## src/rtl/riscv_multi_ctrl.sv

```systemverilog
// Purpose : multicycle RISC-V control FSM (lw, sw, add/sub/and/or, addi/andi/ori, beq, jal).
// Latency : one state per clock; beq 3, sw/R/I/jal 4, lw 5 cycles per instruction.
// Backpr. : none; the datapath follows every cycle. A low rst masks all write enables at once.
//
// Ports:
//   clk                   system clock, all state changes on posedge
//   rst                   synchronous reset, active low
//   op/funct3/funct7b5    instruction fields from the datapath IR
//   zero                  ALU zero flag, current cycle (only used in BEQ)
//   pc_we/ir_we/mem_we/reg_we   write enables (forced 0 while rst is low)
//   adr_src/alu_src_a/alu_src_b/res_src/imm_src/alu_ctrl   datapath selects
//   state                 current FSM state, for debug
module riscv_multi_ctrl (
   input  logic       clk,
   input  logic       rst,
   input  logic [6:0] op,
   input  logic [2:0] funct3,
   input  logic       funct7b5,
   input  logic       zero,
   output logic       pc_we,
   output logic       adr_src,
   output logic       ir_we,
   output logic       mem_we,
   output logic       reg_we,
   output logic [1:0] alu_src_a,
   output logic [1:0] alu_src_b,
   output logic [1:0] res_src,
   output logic [1:0] imm_src,
   output logic [1:0] alu_ctrl,
   output logic [3:0] state
);

   typedef enum logic [3:0] {
      S_FETCH    = 4'd0,
      S_DECODE   = 4'd1,
      S_MEMADR   = 4'd2,
      S_MEMREAD  = 4'd3,
      S_MEMWB    = 4'd4,
      S_MEMWRITE = 4'd5,
      S_EXECR    = 4'd6,
      S_EXECI    = 4'd7,
      S_ALUWB    = 4'd8,
      S_BEQ      = 4'd9,
      S_JAL      = 4'd10
   } state_t;

   localparam logic [6:0] OP_LW  = 7'b0000011;
   localparam logic [6:0] OP_SW  = 7'b0100011;
   localparam logic [6:0] OP_R   = 7'b0110011;
   localparam logic [6:0] OP_I   = 7'b0010011;
   localparam logic [6:0] OP_BEQ = 7'b1100011;
   localparam logic [6:0] OP_JAL = 7'b1101111;

   localparam logic [1:0] ALU_ADD = 2'b00;
   localparam logic [1:0] ALU_SUB = 2'b01;
   localparam logic [1:0] ALU_AND = 2'b10;
   localparam logic [1:0] ALU_OR  = 2'b11;

   localparam logic [1:0] IMM_I = 2'b00;
   localparam logic [1:0] IMM_S = 2'b01;
   localparam logic [1:0] IMM_B = 2'b10;
   localparam logic [1:0] IMM_J = 2'b11;

   localparam logic [1:0] SRCA_PC  = 2'b00;
   localparam logic [1:0] SRCA_OLD = 2'b01;
   localparam logic [1:0] SRCA_RD1 = 2'b10;
   localparam logic [1:0] SRCB_RD2 = 2'b00;
   localparam logic [1:0] SRCB_IMM = 2'b01;
   localparam logic [1:0] SRCB_4   = 2'b10;
   localparam logic [1:0] RES_OUT  = 2'b00;
   localparam logic [1:0] RES_MEM  = 2'b01;
   localparam logic [1:0] RES_ALU  = 2'b10;

   state_t state_q, state_d;

   // raw enables before the reset mask
   logic pc_we_s, ir_we_s, mem_we_s, reg_we_s;

   // funct decode; sub only exists for R-type (I-type bit 30 is immediate data)
   function automatic logic [1:0] alu_decode(input logic [2:0] f3, input logic f7b5,
                                             input logic is_r);
      logic [1:0] r;
      r = ALU_ADD;
      case (f3)
         3'b000:  r = (is_r && f7b5) ? ALU_SUB : ALU_ADD;
         3'b110:  r = ALU_OR;
         3'b111:  r = ALU_AND;
         default: r = ALU_ADD;
      endcase
      return r;
   endfunction

   always_ff @(posedge clk) begin
      if (!rst) state_q <= S_FETCH;
      else      state_q <= state_d;
   end

   always_comb begin
      state_d = S_FETCH;
      case (state_q)
         S_FETCH:  state_d = S_DECODE;
         S_DECODE: begin
            case (op)
               OP_LW, OP_SW: state_d = S_MEMADR;
               OP_R:         state_d = S_EXECR;
               OP_I:         state_d = S_EXECI;
               OP_BEQ:       state_d = S_BEQ;
               OP_JAL:       state_d = S_JAL;
               default:      state_d = S_FETCH;  // unsupported opcode: drop it, no writes
            endcase
         end
         S_MEMADR:  state_d = (op == OP_LW) ? S_MEMREAD : S_MEMWRITE;
         S_MEMREAD: state_d = S_MEMWB;
         S_EXECR, S_EXECI, S_JAL: state_d = S_ALUWB;
         default:   state_d = S_FETCH;
      endcase
   end

   always_comb begin
      pc_we_s   = 1'b0;
      ir_we_s   = 1'b0;
      mem_we_s  = 1'b0;
      reg_we_s  = 1'b0;
      adr_src   = 1'b0;
      alu_src_a = SRCA_PC;
      alu_src_b = SRCB_RD2;
      res_src   = RES_OUT;
      imm_src   = IMM_I;
      alu_ctrl  = ALU_ADD;
      case (state_q)
         S_FETCH: begin
            ir_we_s   = 1'b1;
            pc_we_s   = 1'b1;
            alu_src_a = SRCA_PC;
            alu_src_b = SRCB_4;
            res_src   = RES_ALU;
         end
         S_DECODE: begin
            // branch target precomputed into alu_out regardless of opcode
            alu_src_a = SRCA_OLD;
            alu_src_b = SRCB_IMM;
            imm_src   = IMM_B;
         end
         S_MEMADR: begin
            alu_src_a = SRCA_RD1;
            alu_src_b = SRCB_IMM;
            imm_src   = (op == OP_SW) ? IMM_S : IMM_I;
         end
         S_MEMREAD: begin
            adr_src = 1'b1;
         end
         S_MEMWB: begin
            res_src  = RES_MEM;
            reg_we_s = 1'b1;
         end
         S_MEMWRITE: begin
            adr_src  = 1'b1;
            mem_we_s = 1'b1;
         end
         S_EXECR: begin
            alu_src_a = SRCA_RD1;
            alu_src_b = SRCB_RD2;
            alu_ctrl  = alu_decode(funct3, funct7b5, 1'b1);
         end
         S_EXECI: begin
            alu_src_a = SRCA_RD1;
            alu_src_b = SRCB_IMM;
            alu_ctrl  = alu_decode(funct3, funct7b5, 1'b0);
         end
         S_ALUWB: begin
            reg_we_s = 1'b1;
         end
         S_BEQ: begin
            alu_src_a = SRCA_RD1;
            alu_src_b = SRCB_RD2;
            alu_ctrl  = ALU_SUB;
            pc_we_s   = zero;
         end
         S_JAL: begin
            // link value old_pc+4 goes to alu_out; PC loads the target held in alu_out
            alu_src_a = SRCA_OLD;
            alu_src_b = SRCB_4;
            imm_src   = IMM_J;
            pc_we_s   = 1'b1;
         end
         default: ;
      endcase
   end

   // mask enables combinationally so a reset mid-instruction never writes
   assign pc_we  = pc_we_s  & rst;
   assign ir_we  = ir_we_s  & rst;
   assign mem_we = mem_we_s & rst;
   assign reg_we = reg_we_s & rst;
   assign state  = state_q;

endmodule
```

## config.mk

```make
export PLATFORM = sky130hd
export DESIGN_NAME = riscv_multi_ctrl
export DESIGN_NICKNAME = d
export VERILOG_FILES = /design/src/rtl/riscv_multi_ctrl.sv
export SDC_FILE = /design/constraint.sdc
export NUM_CORES = 1
export LEC_CHECK = 0
export BUFFER_PORTS_ARGS = -buffer_cell sky130_fd_sc_hd__buf_2
export CAP_MARGIN = 20
export CELL_PAD_IN_SITES_DETAIL_PLACEMENT = 1
export CELL_PAD_IN_SITES_GLOBAL_PLACEMENT = 1
export CORE_MARGIN = 1
export CORE_UTILIZATION = 25
export CTS_CLUSTER_DIAMETER = 100
export DETAILED_ROUTE_END_ITERATION = 10
export HOLD_SLACK_MARGIN = 0.03
export PLACE_DENSITY = 0.84
export SLEW_MARGIN = 20
export SYNTH_ARGS = -nofsm -noshare
export SYNTH_HDL_FRONTEND = slang
export SYNTH_SLANG_ARGS = --single-unit
```

## constraint.sdc

```tcl
create_clock -name clk -period 1.23 [get_ports clk]
set_input_delay 0.246 -clock clk [delete_from_list [all_inputs] [get_ports clk]]
set_output_delay 0.246 -clock clk [all_outputs]
set_load 0.02 [all_outputs]
```

==> results.sh <==
export IMPL_yosys_most_used_dff="dfxtp_1"
export IMPL_viasPerCell=5.37
export IMPL_overflow=0
export IMPL_rsz0062_at_grt="true"
export IMPL_synth_commonest_cells="nor2_1 (8), nand2_1 (5), a21oi_1 (4), dfxtp_1 (4)"
export IMPL_fin_ws_ns=-0.479
export IMPL_track_usage=0.240
export IMPL_cts_tree="yes"
export IMPL_max_cap_violations=0
export IMPL_min_period_ns=1.71
export IMPL_pre_cts_ws_ns=-0.250
export IMPL_path_class="reg2out"
export IMPL_first_global_vias=840
export IMPL_synth_distinct_cells=39
export IMPL_status="complete, but fails checks"
export IMPL_required_ns=0.98
export IMPL_syn_nets=87
export IMPL_ys_seq_area_frac=0.150
export IMPL_grt_max_degree=8
export IMPL_area_delta_synth_final_pct=151
export IMPL_slew_violations=0
export IMPL_synth_top_area_cell="dfxtp_1"
export IMPL_power_density_nw_per_um2=449
export IMPL_synth_area_top_cells="dfxtp_1 (15%), nor2_1 (5.6%), xnor2_1 (4.9%)"
export IMPL_async_reset_ff_frac=0
export IMPL_fp_row_count=16
export IMPL_syn_area_um2=536
export IMPL_netlist_area_leader_share=0.150
export IMPL_clockBufferDepth=2
export IMPL_ys_ff_latch=4
export IMPL_postLayoutCoreUtil=0.679
export IMPL_clock_latency_ns=0.25
export IMPL_cts_clk_slew_worst_paths_ns=0.05
export IMPL_vias=886
export IMPL_syn_inst=73
export IMPL_fin_skew_ns=0.00978
export IMPL_leakagePower_uw=0.000575
export IMPL_antenna_found_initial=0
export IMPL_max_freq_mhz=585
export IMPL_final_area_um2=1350
export IMPL_startpoint_type="flip-flop"
export IMPL_start_util=0.270
export IMPL_setup_viol=18
export IMPL_place_area_um2=985
export IMPL_critPathMaxFanout=7
export IMPL_arrival_ns=1.46
export IMPL_die_h_um=48.3
export IMPL_drive_above_1_share=0.775
export IMPL_max_slew_margin=0.808
export IMPL_place_hpwl_mm=1.77
export IMPL_drc_errors=0
export IMPL_cts_htree_levels=1
export IMPL_hold_violations=0
export IMPL_violations="negative setup slack"
export IMPL_wl_per_cell_um=21.0
export IMPL_io_pin_count=33
export IMPL_ir_drop_v=0.000443
export IMPL_yosysMostFrequentCell="nor2_1"
export IMPL_die_w_um=48.3
export IMPL_tightest_slew_ns=0.279
export IMPL_ant_nets=0
export IMPL_hold_class="in2reg"
export IMPL_cts_inserted_buffers=3
export IMPL_core_um2=1980
export IMPL_nets=153
export IMPL_cts_sinks=4
export IMPL_drt_iter0_markers=8
export IMPL_dr_pass1_iters=4
export IMPL_largest_reg_flops=4
export IMPL_gp_congestion=0.743
export IMPL_fillers=226
export IMPL_syn_area_per_cell_um2=7.34
export IMPL_finalWirelength_mm=3.47
export IMPL_fin_crit_sh=1.39
export IMPL_hold_buffers=0
export IMPL_num_antenna_cells=0
export IMPL_synth_edf_count=0
export IMPL_die_area_um2=2330
export IMPL_grt_first_pass_wirelength_mm=3.70
export IMPL_cp_end_kind="output pin"
export IMPL_io_buffers=32
export IMPL_yosysWarningCount=0
export IMPL_root_buffer="clkbuf_4"
[critical path, stage by stage (launching register included)]
cell	delay (ns)
dfxtp_4	0.36
buf_4	0.18
nor2b_1	0.18
mux2i_1	0.15
nor2_1	0.16
buf_2	0.19
[cells by family after synthesis]
logic type,share of synthesized area
muxes,0.0187
DFF,0.150
xor gates and xnor gates,0.0654
buffers and inverters,0.105
AOI/OAI and AO/OA,0.238
and+or+nand+nor,0.423
[path summary, 6_finish.rpt]
check	from	endpoint	slack, ns	cells after the start
setup / recovery	state[0]	imm_src[1]	-0.48	5
hold / removal	op[0]	state[1]	0.24	3
setup reg to reg	state[3]	state[1]	-0.23	6
hold reg to reg	state[0]	state[0]	0.66	2
[through the flow]
| step | setup TNS, ns | hold WS [ns] | power (uW) | cells |
|---|---|---|---|---|
| final | -5.64 | 0.238 | 605 | 165 |
| after global routing | -6.40 | 0.247 | 626 | 165 |
| after CTS | -4.80 | 0.240 | 568 | 161 |
| after detailed placement | -1.63 | 0.502 | 342 | 151 |
| after global placement | -1.04 | 0.496 | 333 | 151 |
| after floorplan | -0.777 | 0.379 | 247 | 73 |
[what timing repair did]
item / CTS / global route
endpoints found under the setup margin: 19 / 18
cloned: 0 / 0
hold endpoints to repair: 0 / 0
setup buffers: 7 / 4
pin swaps: 11 / 8
gates resized for setup: 50 / 15
[layout by cell type, fill, tap and decap left out, drive strengths merged, types with 2 or more instances in the layout]
cell type   n
dfxtp       4
nor2b       3
inv         4
nand2       5
and3        2
a41oi       2
nor3        4
a21oi       5
xnor2       3
nor4        3
nor3b       3
nor2        8
a211oi      2
o21ai       3
clkbuf      4
nor4b       2
buf        67
[metal layers]
| metal | share of wire | global-route usage | vias to the layer above | wire length, um |
|---|---|---|---|---|
| met3 | 0.040 | 0.0407 | 13 | 139 |
| met2 | 0.57 | 0.469 | 41 | 1970 |
| met4 | 0.033 | 0.133 | 0 | 113 |
| li1 | - | - | 401 | - |
| met1 | 0.36 | 0.232 | 431 | 1240 |
| met5 | 0 | 0 | - | 0 |
[report_power, final]
part	leakage, uW	internal [uW]	switching [uW]
registers	0.0000355	127	6.38
clock network	0.0000150	123	73.9
logic	0.000525	127	148
[cell type report]
class / instances / area [um^2] / area share
Clock buffer: 4 / 26.3 / 0.0195
Inverter: 4 / 15.0 / 0.0112
Multi-Input combinational cell: 59 / 629 / 0.467
Sequential cell: 4 / 95.1 / 0.0706
Tap cell: 27 / 33.8 / 0.0251
Timing Repair Buffer: 67 / 547 / 0.406
Note: power is estimated with default switching activity, not from simulation.
